**src/rtl/fft_r2_seq_ctrl.sv**
```systemverilog
// In-place radix-2 DIT FFT sequencer: stage/butterfly walk, RAM read/write addressing, twiddle indices.
// Optional FFT_R2_SEQ_CTRL_SCALE_EN adds scale_o (per-write divide-by-2 request to the datapath).
module fft_r2_seq_ctrl #(
    parameter int unsigned N_LOG2 = 4,
    parameter int unsigned ADDR_W = N_LOG2,
    parameter int unsigned TW_W   = N_LOG2 - 1
) (
    input  logic              clk_i,
    input  logic              rst_ni,
    input  logic              start_i,
    output logic              busy_o,
    output logic              done_o,
    output logic [N_LOG2-1:0] stage_o,
    output logic              rd_en_o,
    output logic [ADDR_W-1:0] rd_addr_a_o,
    output logic [ADDR_W-1:0] rd_addr_b_o,
    output logic [TW_W-1:0]   twid_idx_o,
    output logic              wr_en_o,
    output logic [ADDR_W-1:0] wr_addr_a_o,
    output logic [ADDR_W-1:0] wr_addr_b_o
`ifdef FFT_R2_SEQ_CTRL_SCALE_EN
    ,
    output logic              scale_o
`endif
);

    localparam int unsigned HALF = 1 << (N_LOG2 - 1);

    localparam logic [1:0] ST_IDLE  = 2'd0;
    localparam logic [1:0] ST_RUN   = 2'd1;
    localparam logic [1:0] ST_DRAIN = 2'd2;
    localparam logic [1:0] ST_DONE  = 2'd3;

    logic [1:0]        state_q, state_d;
    logic [N_LOG2-1:0] s_q, s_d;
    logic [TW_W-1:0]   k_q, k_d;
    logic              busy_q, busy_d;
    logic              done_q, done_d;
    logic [N_LOG2-1:0] stage_q, stage_d;
    logic              rd_en_q, rd_en_d;
    logic [ADDR_W-1:0] rd_addr_a_q, rd_addr_a_d;
    logic [ADDR_W-1:0] rd_addr_b_q, rd_addr_b_d;
    logic [TW_W-1:0]   twid_q, twid_d;
    logic              wr_en_q;
    logic [ADDR_W-1:0] wr_addr_a_q;
    logic [ADDR_W-1:0] wr_addr_b_q;

    logic [ADDR_W-1:0] k_ext, span, j_off, a_addr;

    always_ff @(posedge clk_i) begin
        if (!rst_ni) begin
            state_q     <= ST_IDLE;
            s_q         <= '0;
            k_q         <= '0;
            busy_q      <= 1'b0;
            done_q      <= 1'b0;
            stage_q     <= '0;
            rd_en_q     <= 1'b0;
            rd_addr_a_q <= '0;
            rd_addr_b_q <= '0;
            twid_q      <= '0;
            wr_en_q     <= 1'b0;
            wr_addr_a_q <= '0;
            wr_addr_b_q <= '0;
        end else begin
            state_q     <= state_d;
            s_q         <= s_d;
            k_q         <= k_d;
            busy_q      <= busy_d;
            done_q      <= done_d;
            stage_q     <= stage_d;
            rd_en_q     <= rd_en_d;
            rd_addr_a_q <= rd_addr_a_d;
            rd_addr_b_q <= rd_addr_b_d;
            twid_q      <= twid_d;
            // Write-back trails the read by the one-cycle RAM/ROM latency
            wr_en_q     <= rd_en_q;
            wr_addr_a_q <= rd_addr_a_q;
            wr_addr_b_q <= rd_addr_b_q;
        end
    end

    // Next state; outputs are decoded from the next state so they register in step with it
    always_comb begin
        state_d     = state_q;
        s_d         = s_q;
        k_d         = k_q;
        busy_d      = 1'b0;
        done_d      = 1'b0;
        stage_d     = stage_q;
        rd_en_d     = 1'b0;
        rd_addr_a_d = '0;
        rd_addr_b_d = '0;
        twid_d      = '0;
        k_ext       = '0;
        span        = '0;
        j_off       = '0;
        a_addr      = '0;

        case (state_q)
            ST_IDLE: begin
                if (start_i) begin
                    state_d = ST_RUN;
                    s_d     = '0;
                    k_d     = '0;
                end
            end
            ST_RUN: begin
                if (k_q == TW_W'(HALF - 1)) begin
                    state_d = ST_DRAIN;
                end else begin
                    k_d = k_q + TW_W'(1);
                end
            end
            ST_DRAIN: begin
                if (s_q < N_LOG2'(N_LOG2 - 1)) begin
                    s_d     = s_q + N_LOG2'(1);
                    k_d     = '0;
                    state_d = ST_RUN;
                end else begin
                    state_d = ST_DONE;
                end
            end
            default: begin
                state_d = ST_IDLE;
            end
        endcase

        busy_d  = (state_d != ST_IDLE);
        done_d  = (state_d == ST_DONE);
        rd_en_d = (state_d == ST_RUN);
        stage_d = s_d;

        // Butterfly k of stage s: groups of 2*span, offset j inside the group
        if (rd_en_d) begin
            k_ext       = ADDR_W'(k_d);
            span        = ADDR_W'(1) << s_d;
            j_off       = k_ext & (span - ADDR_W'(1));
            a_addr      = ((k_ext >> s_d) << (s_d + N_LOG2'(1))) | j_off;
            rd_addr_a_d = a_addr;
            rd_addr_b_d = a_addr | span;
            twid_d      = TW_W'(j_off << (N_LOG2'(N_LOG2 - 1) - s_d));
        end
    end

    assign busy_o      = busy_q;
    assign done_o      = done_q;
    assign stage_o     = stage_q;
    assign rd_en_o     = rd_en_q;
    assign rd_addr_a_o = rd_addr_a_q;
    assign rd_addr_b_o = rd_addr_b_q;
    assign twid_idx_o  = twid_q;
    assign wr_en_o     = wr_en_q;
    assign wr_addr_a_o = wr_addr_a_q;
    assign wr_addr_b_o = wr_addr_b_q;
`ifdef FFT_R2_SEQ_CTRL_SCALE_EN
    assign scale_o     = wr_en_q;
`endif

endmodule

```
**config.mk**
```make
export PLATFORM = sky130hd
export DESIGN_NAME = fft_r2_seq_ctrl
export DESIGN_NICKNAME = d
export VERILOG_FILES = /design/src/rtl/fft_r2_seq_ctrl.sv
export SDC_FILE = /design/constraint.sdc
export NUM_CORES = 1
export LEC_CHECK = 0
export CAP_MARGIN = 20
export CORE_ASPECT_RATIO = 1.5
export CORE_UTILIZATION = 45
export CTS_BUF_LIST = sky130_fd_sc_hd__clkbuf_4 sky130_fd_sc_hd__clkbuf_8 sky130_fd_sc_hd__clkbuf_16
export CTS_CLUSTER_DIAMETER = 50
export CTS_CLUSTER_SIZE = 10
export DETAILED_ROUTE_END_ITERATION = 12
export DONT_BUFFER_PORTS = 1
export PLACE_DENSITY = 0.56
export SLEW_MARGIN = 20
export SYNTH_ARGS = -nofsm -noshare
export SYNTH_HDL_FRONTEND = slang
export SYNTH_SLANG_ARGS = --single-unit
```
**constraint.sdc**
```tcl
create_clock -name clk_i -period 6.01 [get_ports clk_i]
set_input_delay 0.601 -clock clk_i [delete_from_list [all_inputs] [get_ports clk_i]]
set_output_delay 0.601 -clock clk_i [all_outputs]
set_load 0.005 [all_outputs]
```
==> impl_metrics.csv, run 1 <==
group,metric,value,unit
routing,met1Wirelength,1270,um
logic_synthesis,ys_types,41,
clock_network,cts_setup_buffers,0,
sta,maxSlewHeadroom,0.564,
logic_synthesis,seq_area_frac_synth,0.444,
place,io_buffers,0,
clock_network,holdBufCountCts,0,
logic_synthesis,synth-seq-cells,32,
routing,vias,1158,
clock_network,cts_buffer_depth,2,
sta,tightest_slew,0.653,ns
grt,grt_pass1_wl,5420,um
logic_synthesis,synth_top_area_frac,0.444,
die,core-area,2970,um^2
worst_setup_path,crit_path_cell_trace,"ha_1, nor3_2, o22a_1, and2_1, clkinv_1, ha_1, nor2b_1, a221oi_1, nand2_1, nor3_2, o22ai_1, a21oi_1",
worst_setup_path,rrSetupSlack,2.60,ns
clock_network,cts_buffers,5,
routing,dr_wl_met3,192,um
place,place.gp.congestion,0.913,
final_layout,nNetsFinal,172,
routing,dr.max_layer_used,"met4",
sta,skew,0.00679,ns
grt,overflow,0,
worst_setup_path,crit_arrival,3.62,ns
worst_setup_path,worstPathMaxFanout,10,
power,ir_worst_vdd,170,uV
logic_synthesis,async_flop_share,0,
logic_synthesis,syn_nets,170,
logic_synthesis,synth_cells,163,
die,ios,30,
routing,vias_per_cell,5.68,
worst_setup_path,cp-end-kind,"flip-flop",
final_layout,final_layout_size_suffix_gt1_frac,0.0848,
sta,finalSetupViolCount,0,
die,num_rows,24,
grt,grt_antenna_before_repair,0,
clock_network,numClockSinks,32,
worst_setup_path,slowest_stage,"a221oi_1",
clock_network,root_buffer,"clkbuf_8",
logic_synthesis,synth_ff_type,"dfxtp_1",
sta,period_minus_slack,3.41,ns
final_layout,n_antenna_cell,0,
routing,dr_wl_met2,1750,um
final_layout,final_cell_area,1560,um^2
logic_synthesis,synth_edf_count,0,
worst_setup_path,startpoint_type,"flip-flop",
die,die-area,3440,um^2
final_layout,final_cells,204,
grt,grt_use_total,0.227,
clock_network,cts_tree,"built",
clock_network,path_clk_slew,0.06,ns
power,power,0.418,mW
clock_network,post_cts_resized,0,
logic_synthesis,synth_top_cell_by_area,"dfxtp_1",
worst_setup_path,worstPathRequired,6.22,ns
clock_network,clock_latency,0.29,ns
worst_setup_path,cp_slowest_stage_delay,0.45,ns
worst_setup_path,crit_buf_inv,1,
worst_setup_path,crit_type,"reg2reg",
power,power_density,267,nW/um^2
place,dp_hpwl,2470,um
sta,hold_viol,0,
sta,drv_slew,0,
worst_setup_path,cp_top_family,"simple AND/OR/NAND/NOR gates",
routing,postRouteAntennaNets,0,
power,leakage,0.623,nW
run,cap_violations,0,
die,die_w,48.2,um
sta,fin_crit_sh,0.568,
logic_synthesis,synth_area_per_cell,8.85,um^2
sta,fin_tns_setup,0,ns
place,placedCellCount,197,
die,initial_utilization,0.485,
sta,max_freq,0.293,GHz
outcome,outcome,"complete, no violations",
final_layout,layout_common_cells,"32 x dfxtp_1, 13 x and2_1, 11 x nand2_1, 11 x nor2b_1, 11 x a21oi_1",
logic_synthesis,synthTopCellsByArea,"dfxtp_1 44%, and2_1 5.6%, nor2b_1 4.8%, a21oi_1 3.8%, ha_1 3.5%",
routing,dr.pass1.iters,5,
final_layout,fillCellCount,277,
logic_synthesis,yosys_warnings,0,
routing,drt_wl_total,3310,um
clock_network,htreeDepth,2,
grt,grt_pass1_vias,1126,
place,place_area,1470,um^2
routing,drt_iter0_markers,48,
routing,drc,0,
worst_hold_path,hold_class,"in2reg",
die,die_y,71.3,um
sta,rsz0062_at_grt,"false",
final_layout,syn_to_final_growth,8.41,%
grt,grt_start_max_net_pins,21,
logic_synthesis,syn_area,1440,um^2
routing,wl_per_cell,16.2,um
final_layout,final_common_cell,"dfxtp_1",
## metrics by stage
stage / hold WS [ns] / utilization / setup slack, ns
after floorplan: 0.459 / - / 3.21
after global placement: 0.473 / 0.494 / 2.79
after detailed placement: 0.475 / 0.494 / 2.67
after CTS: 0.426 / 0.526 / 2.62
after global routing: 0.432 / 0.526 / 2.28
final: 0.441 / 0.526 / 2.60
## metal layers
metal / GRT usage / up-vias
met5: 0 / -
met1: 0.256 / 532
met3: 0.0680 / 9
met2: 0.372 / 44
met4: 0.105 / 0
li1: - / 573
## registers in the layout, indices dropped and copies added, names as in the netlist
signal       flops
busy_o           1
done_o           1
k_q              3
rd_addr_a_o      4
rd_addr_b_o      4
rd_en_o          1
stage_o          4
state_q          2
twid_idx_o       3
wr_addr_a_o      4
wr_addr_b_o      4
wr_en_o          1
## where the power goes
group | internal [mW] | switching [mW] | leakage [nW] | total [mW]
sequential | 0.217 | 0.00489 | 0.260 | 0.222
combinational | 0.00816 | 0.0107 | 0.313 | 0.0189
clock | 0.102 | 0.0749 | 0.0503 | 0.177
## worst paths after layout
path,start,depth (start not counted),end
setup reg to reg,stage_o[0]$_SDFF_PN0_,12,rd_addr_a_o[3]$_SDFF_PN0_
hold / removal,rst_ni,1,wr_addr_b_o[0]$_SDFF_PN0_
setup / recovery,stage_o[0]$_SDFF_PN0_,12,rd_addr_a_o[3]$_SDFF_PN0_
hold reg to reg,rd_addr_a_o[3]$_SDFF_PN0_,1,wr_addr_a_o[3]$_SDFF_PN0_
## final cells by class
| class | instances | area (um^2) | area share |
|---|---|---|---|
| Multi-Input combinational cell | 116 | 741 | 0.474 |
| Tap cell | 39 | 48.8 | 0.0312 |
| Sequential cell | 32 | 641 | 0.410 |
| Inverter | 10 | 37.5 | 0.0240 |
| Clock buffer | 7 | 96.3 | 0.0616 |
## synthesized netlist by cell type (all sizes together) (2+ instances only)
master and n:
o22ai 4, nor4b 2, or3b 2, dfxtp 32, nor2b 11, nand2 11, inv 9, or3 2
a31oi 4, o21bai 3, nand2b 3, clkbuf 3, and3 4, ha 4, nand3 4, and2 13
buf 2, mux2 2, a221oi 2, a21oi 11, nor3 8, nor2 8, o21ai 6
## kinds of logic (layout without fill, tap and decap cells)
group           after synthesis  count (layout)  synth area share
buf+inv                      15              17            0.0425
mux                           3               3            0.0251
flops                        32              32             0.444
fa+ha+maj                     4               4            0.0347
compound gates               38              38             0.173
simple gates                 71              71             0.280
Note: power is estimated with default switching activity, not from simulation.
==> run 2, diff against run 1 <==
Settings changed: PLACE_DENSITY 0.56 to 0.58.
Clock period 6.01 ns to 2.8 ns, I/O delays scaled along.
==> impl_metrics.csv, run 2 (synthesis gave the netlist of run 1 again) <==
group,metric,value,unit
outcome,outcome,"complete, no violations",
run,cap_violations,0,
grt,grt_pass1_wl,5580,um
sta,period_minus_slack,2.65,ns
sta,drv_slew,0,
sta,fin_hold_ws,0.123,ns
sta,max_freq,0.377,GHz
routing,drc,0,
sta,finalSetupViolCount,0,
grt,grt_start_max_net_pins,21,
grt,grt_antenna_before_repair,0,
power,seqPwrFrac,0.554,
sta,skew,0.00857,ns
power,clkPwrFrac,0.390,
final_layout,nNetsFinal,189,
final_layout,final_cell_area,1690,um^2
routing,drt_wl_total,3420,um
final_layout,final_core_util,0.568,
worst_setup_path,crit_path_cell_trace,"ha_1, buf_4, or3b_1, a32o_1, o211ai_1, ha_1, o21ai_0, mux2_4, or3_1, a21oi_1",
power,net-switching-power,0.191,mW
clock_network,root_buffer,"clkbuf_8",
sta,rsz0062_at_grt,"false",
clock_network,cts_buffer_depth,2,
clock_network,numClockSinks,32,
power,power_density,507,nW/um^2
sta,maxSlewHeadroom,0.605,
place,placedCellCount,214,
clock_network,holdBufCountCts,0,
final_layout,n_antenna_cell,0,
routing,drt_iter0_markers,44,
die,die-area,3440,um^2
routing,vias_per_cell,5.65,
clock_network,cts_setup_buffers,0,
die,num_rows,24,
routing,vias,1248,
sta,fin_crit_sh,0.947,
clock_network,cts_buffers,5,
power,ir_worst_vdd,288,uV
power,swShare,0.223,
clock_network,htreeDepth,2,
power,leakage,0.709,nW
grt,grt_use_total,0.230,
sta,tightest_slew,0.591,ns
routing,wl_per_cell,15.5,um
worst_setup_path,worstPathMaxFanout,3,
worst_setup_path,crit_arrival,2.86,ns
worst_setup_path,startpoint_type,"flip-flop",
sta,hold_viol,0,
worst_setup_path,cp-end-kind,"flip-flop",
worst_setup_path,worstPathRequired,3.01,ns
final_layout,final_layout_size_suffix_gt1_frac,0.192,
grt,overflow,0,
clock_network,cts_tree,"built",
die,ios,30,
grt,grt_pass1_vias,1264,
sta,fin_tns_setup,0,ns
clock_network,path_clk_slew,0.06,ns
worst_setup_path,cp_top_family,"compound AO/OA/AOI/OAI gates",
worst_setup_path,slowest_stage,"or3b_1",
worst_setup_path,crit_buf_inv,1,
place,io_buffers,0,
routing,dr.pass1.iters,4,
die,die_y,71.3,um
final_layout,final_cells,221,
worst_hold_path,hold_class,"in2reg",
die,die_w,48.2,um
worst_setup_path,crit_type,"reg2reg",
place,dp_hpwl,2550,um
die,initial_utilization,0.485,
clock_network,clock_latency,0.28,ns
worst_setup_path,cp_slowest_stage_delay,0.35,ns
worst_setup_path,cp_common_cell,"ha_1",
routing,postRouteAntennaNets,0,
place,place.gp.congestion,0.902,
final_layout,final_common_cell,"dfxtp_1",
power,combPwrFrac,0.057,
place,place_area,1600,um^2
power,internal_power,0.665,mW
die,core-area,2970,um^2
final_layout,syn_to_final_growth,17.0,%
final_layout,layout_common_cells,"32 x dfxtp_1, 17 x buf_4, 13 x and2_1",
[run 2: cell count changes in the layout (fill, tap and decap cells not counted), sizes merged]
cell | before | now
clkbuf | 7 | 6
inv | 9 | 10
buf | 0 | 17
[run 2: repair_timing]
item                                   4_1_cts  5_1_grt
endpoints found under the hold margin        0        0
gates resized for setup                      0        4
setup endpoints to repair                    0        9
[run 2: layout make-up]
type	instances	area, um^2
fill	267	1280
clock buffer	6	76.3
timing repair buffer	17	128
inverter	10	37.5
clock inverter	1	5.00
sequential	32	641
multi-input combinational	116	752
tap	39	48.8
[run 2: per-layer routing]
| metal | wire length, um | track usage |
|---|---|---|
| met5 | 0 | 0 |
| met4 | 112 | 0.130 |
| met3 | 206 | 0.0806 |
| met2 | 1870 | 0.385 |
| met1 | 1230 | 0.230 |
[run 2: worst paths after layout]
kind	start	end	slack [ns]	cells after the start
min reg2reg	rd_en_o$_SDFF_PN0_	wr_en_o$_SDFF_PN0_	0.49	1
min	rst_ni	wr_addr_b_o[3]$_SDFF_PN0_	0.12	1
max reg2reg	stage_o[0]$_SDFF_PN0_	twid_idx_o[2]$_SDFF_PP0_	0.15	10
max	stage_o[0]$_SDFF_PN0_	twid_idx_o[2]$_SDFF_PP0_	0.15	10
[run 2: power groups by stage]
| stage | Combinational (mW) | Clock (mW) | Sequential (mW) |
|---|---|---|---|
| 2_1_floorplan | 0.0374 | 0 | 0.482 |
| 3_3_place_gp | 0.0468 | 0 | 0.484 |
| 3_5_place_dp | 0.0474 | 0 | 0.484 |
| 4_1_cts | 0.0475 | 0.341 | 0.474 |
| 5_1_grt | 0.0543 | 0.361 | 0.476 |
| 6_report | 0.0487 | 0.333 | 0.474 |
[run 2: worst reg2reg max path, stage by stage (launching register included)]
cell and delay, ns:
dfxtp_1 0.31, ha_1 0.22, buf_4 0.15, or3b_1 0.35
a32o_1 0.26, o211ai_1 0.22, ha_1 0.20, o21ai_0 0.10
mux2_4 0.32, or3_1 0.32, a21oi_1 0.12
[run 2: per-stage QoR]
step | worst slack [ns] | power [mW]
2_1_floorplan | 0.00403 | 0.520
3_3_place_gp | 0.171 | 0.530
3_5_place_dp | 0.144 | 0.532
4_1_cts | 0.103 | 0.862
5_1_grt | 0.0103 | 0.891
6_report | 0.148 | 0.856
==> run 3, diff against run 2 <==
Settings changed: REMOVE_ABC_BUFFERS from default to 1.
==> impl_metrics.csv, run 3 (synthesis gave the netlist of run 1 again) <==
group,metric,value,unit
final_layout,final_cells,221,
routing,dr.pass1.iters,4,
die,die_y,71.3,um
place,dp_hpwl,2610,um
die,initial_utilization,0.485,
routing,drc,0,
place,place.gp.congestion,0.884,
clock_network,cts_tree,"built",
final_layout,syn_to_final_growth,19.4,%
sta,fin_crit_sh,0.937,
clock_network,numClockSinks,32,
grt,grt_pass1_wl,5550,um
run,cap_violations,0,
sta,finalSetupViolCount,0,
power,leakage,0.712,nW
final_layout,final_layout_size_suffix_gt1_frac,0.187,
power,ir_worst_vdd,477,uV
worst_hold_path,hold_class,"in2reg",
worst_setup_path,cp-end-kind,"flip-flop",
sta,skew,0.00306,ns
routing,vias,1257,
routing,vias_per_cell,5.69,
clock_network,cts_buffers,5,
clock_network,clock_latency,0.28,ns
place,io_buffers,0,
final_layout,nNetsFinal,188,
grt,grt_start_max_net_pins,21,
die,num_rows,24,
sta,fin_tns_setup,0,ns
die,ios,30,
sta,hold_viol,0,
sta,rsz0062_at_grt,"false",
sta,max_freq,0.381,GHz
clock_network,htreeDepth,2,
grt,grt_antenna_before_repair,0,
worst_setup_path,worstPathRequired,3.01,ns
routing,drt_wl_total,3490,um
worst_setup_path,crit_type,"reg2reg",
sta,maxSlewHeadroom,0.603,
worst_setup_path,crit_arrival,2.84,ns
routing,wl_per_cell,15.8,um
final_layout,fillCellCount,261,
clock_network,holdBufCountCts,0,
final_layout,layout_common_cells,"32 x dfxtp_1, 16 x buf_4, 13 x and2_1",
final_layout,final_common_cell,"dfxtp_1",
grt,grt_use_total,0.229,
clock_network,root_buffer,"clkbuf_8",
sta,drv_slew,0,
die,core-area,2970,um^2
die,die-area,3440,um^2
routing,postRouteAntennaNets,0,
place,placedCellCount,212,
routing,drt_iter0_markers,31,
outcome,outcome,"complete, no violations",
worst_setup_path,startpoint_type,"flip-flop",
sta,tightest_slew,0.587,ns
grt,grt_pass1_vias,1206,
clock_network,cts_buffer_depth,2,
die,die_w,48.2,um
sta,period_minus_slack,2.62,ns
worst_setup_path,worstPathMaxFanout,4,
clock_network,path_clk_slew,0.06,ns
grt,overflow,0,
power,power_density,559,nW/um^2
final_layout,n_antenna_cell,0,
[run 3: cell types whose count changed in the layout (fill, tap and decap cells not counted), sizes merged]
cell,before,now
bufinv,0,1
inv,10,9
buf,17,16
clkinv,1,2
[run 3: path summary, 6_finish.rpt]
check / from / to / slack [ns] / depth (start not counted)
max: stage_o[0]$_SDFF_PN0_ / twid_idx_o[2]$_SDFF_PP0_ / 0.18 / 13
min: rst_ni / wr_en_o$_SDFF_PN0_ / 0.12 / 1
max reg2reg: stage_o[0]$_SDFF_PN0_ / twid_idx_o[2]$_SDFF_PP0_ / 0.18 / 13
min reg2reg: rd_addr_a_o[2]$_SDFF_PN0_ / wr_addr_a_o[2]$_SDFF_PN0_ / 0.49 / 1
[run 3: timing repair]
item,4_1_cts,5_1_grt
setup buffers,0,1
resized for setup,0,6
endpoints found under the setup margin,0,9
[run 3: stage by stage]
stage | area (um^2) | setup slack, ns | hold slack (ns) | utilization | power, mW
finish | 1720 | 0.176 | 0.117 | 0.580 | 0.963
global route | 1720 | 0.0109 | 0.111 | 0.580 | 0.993
CTS | 1690 | 0.0333 | 0.114 | 0.569 | 0.969
detailed placement | 1580 | 0.0708 | 0.407 | 0.532 | 0.534
global placement | 1580 | 0.139 | 0.403 | 0.532 | 0.533
floorplan | 1420 | 0.00373 | 0.402 | - | 0.517
[run 3: area by class of cell]
cell class / count / area, um^2 / area share
Tap cell: 39 / 48.8 / 0.0283
Multi-Input combinational cell: 116 / 764 / 0.444
Clock buffer: 6 / 76.3 / 0.0443
Timing Repair Buffer: 16 / 120 / 0.0697
Sequential cell: 32 / 641 / 0.372
Inverter: 10 / 37.5 / 0.0218
Clock inverter: 2 / 35.0 / 0.0203
[run 3: critical path: stages, from the launching register on]
cell      delay [ns]
dfxtp_1         0.34
ha_2            0.23
nor3_4          0.06
buf_4           0.14
nand3_1         0.14
and2_1          0.17
clkinv_1        0.12
nor2_1          0.16
inv_1           0.08
ha_1            0.21
o21bai_1        0.16
mux2_4          0.30
or3_1           0.32
a21oi_1         0.13
[run 3: routing by layer]
layer | vias to the layer above | GRT usage | part of all wire
met5 | - | 0 | 0
met4 | 0 | 0.127 | 0.030
met3 | 12 | 0.0630 | 0.042
met2 | 36 | 0.364 | 0.53
met1 | 602 | 0.260 | 0.40
li1 | 607 | - | -
[run 3: where the power goes]
group,internal [mW],total (mW),leakage [nW],switching (mW)
combinational,0.0217,0.0504,0.394,0.0287
sequential,0.467,0.475,0.260,0.00794
clock,0.273,0.438,0.0586,0.165
total,0.762,0.963,0.712,0.202
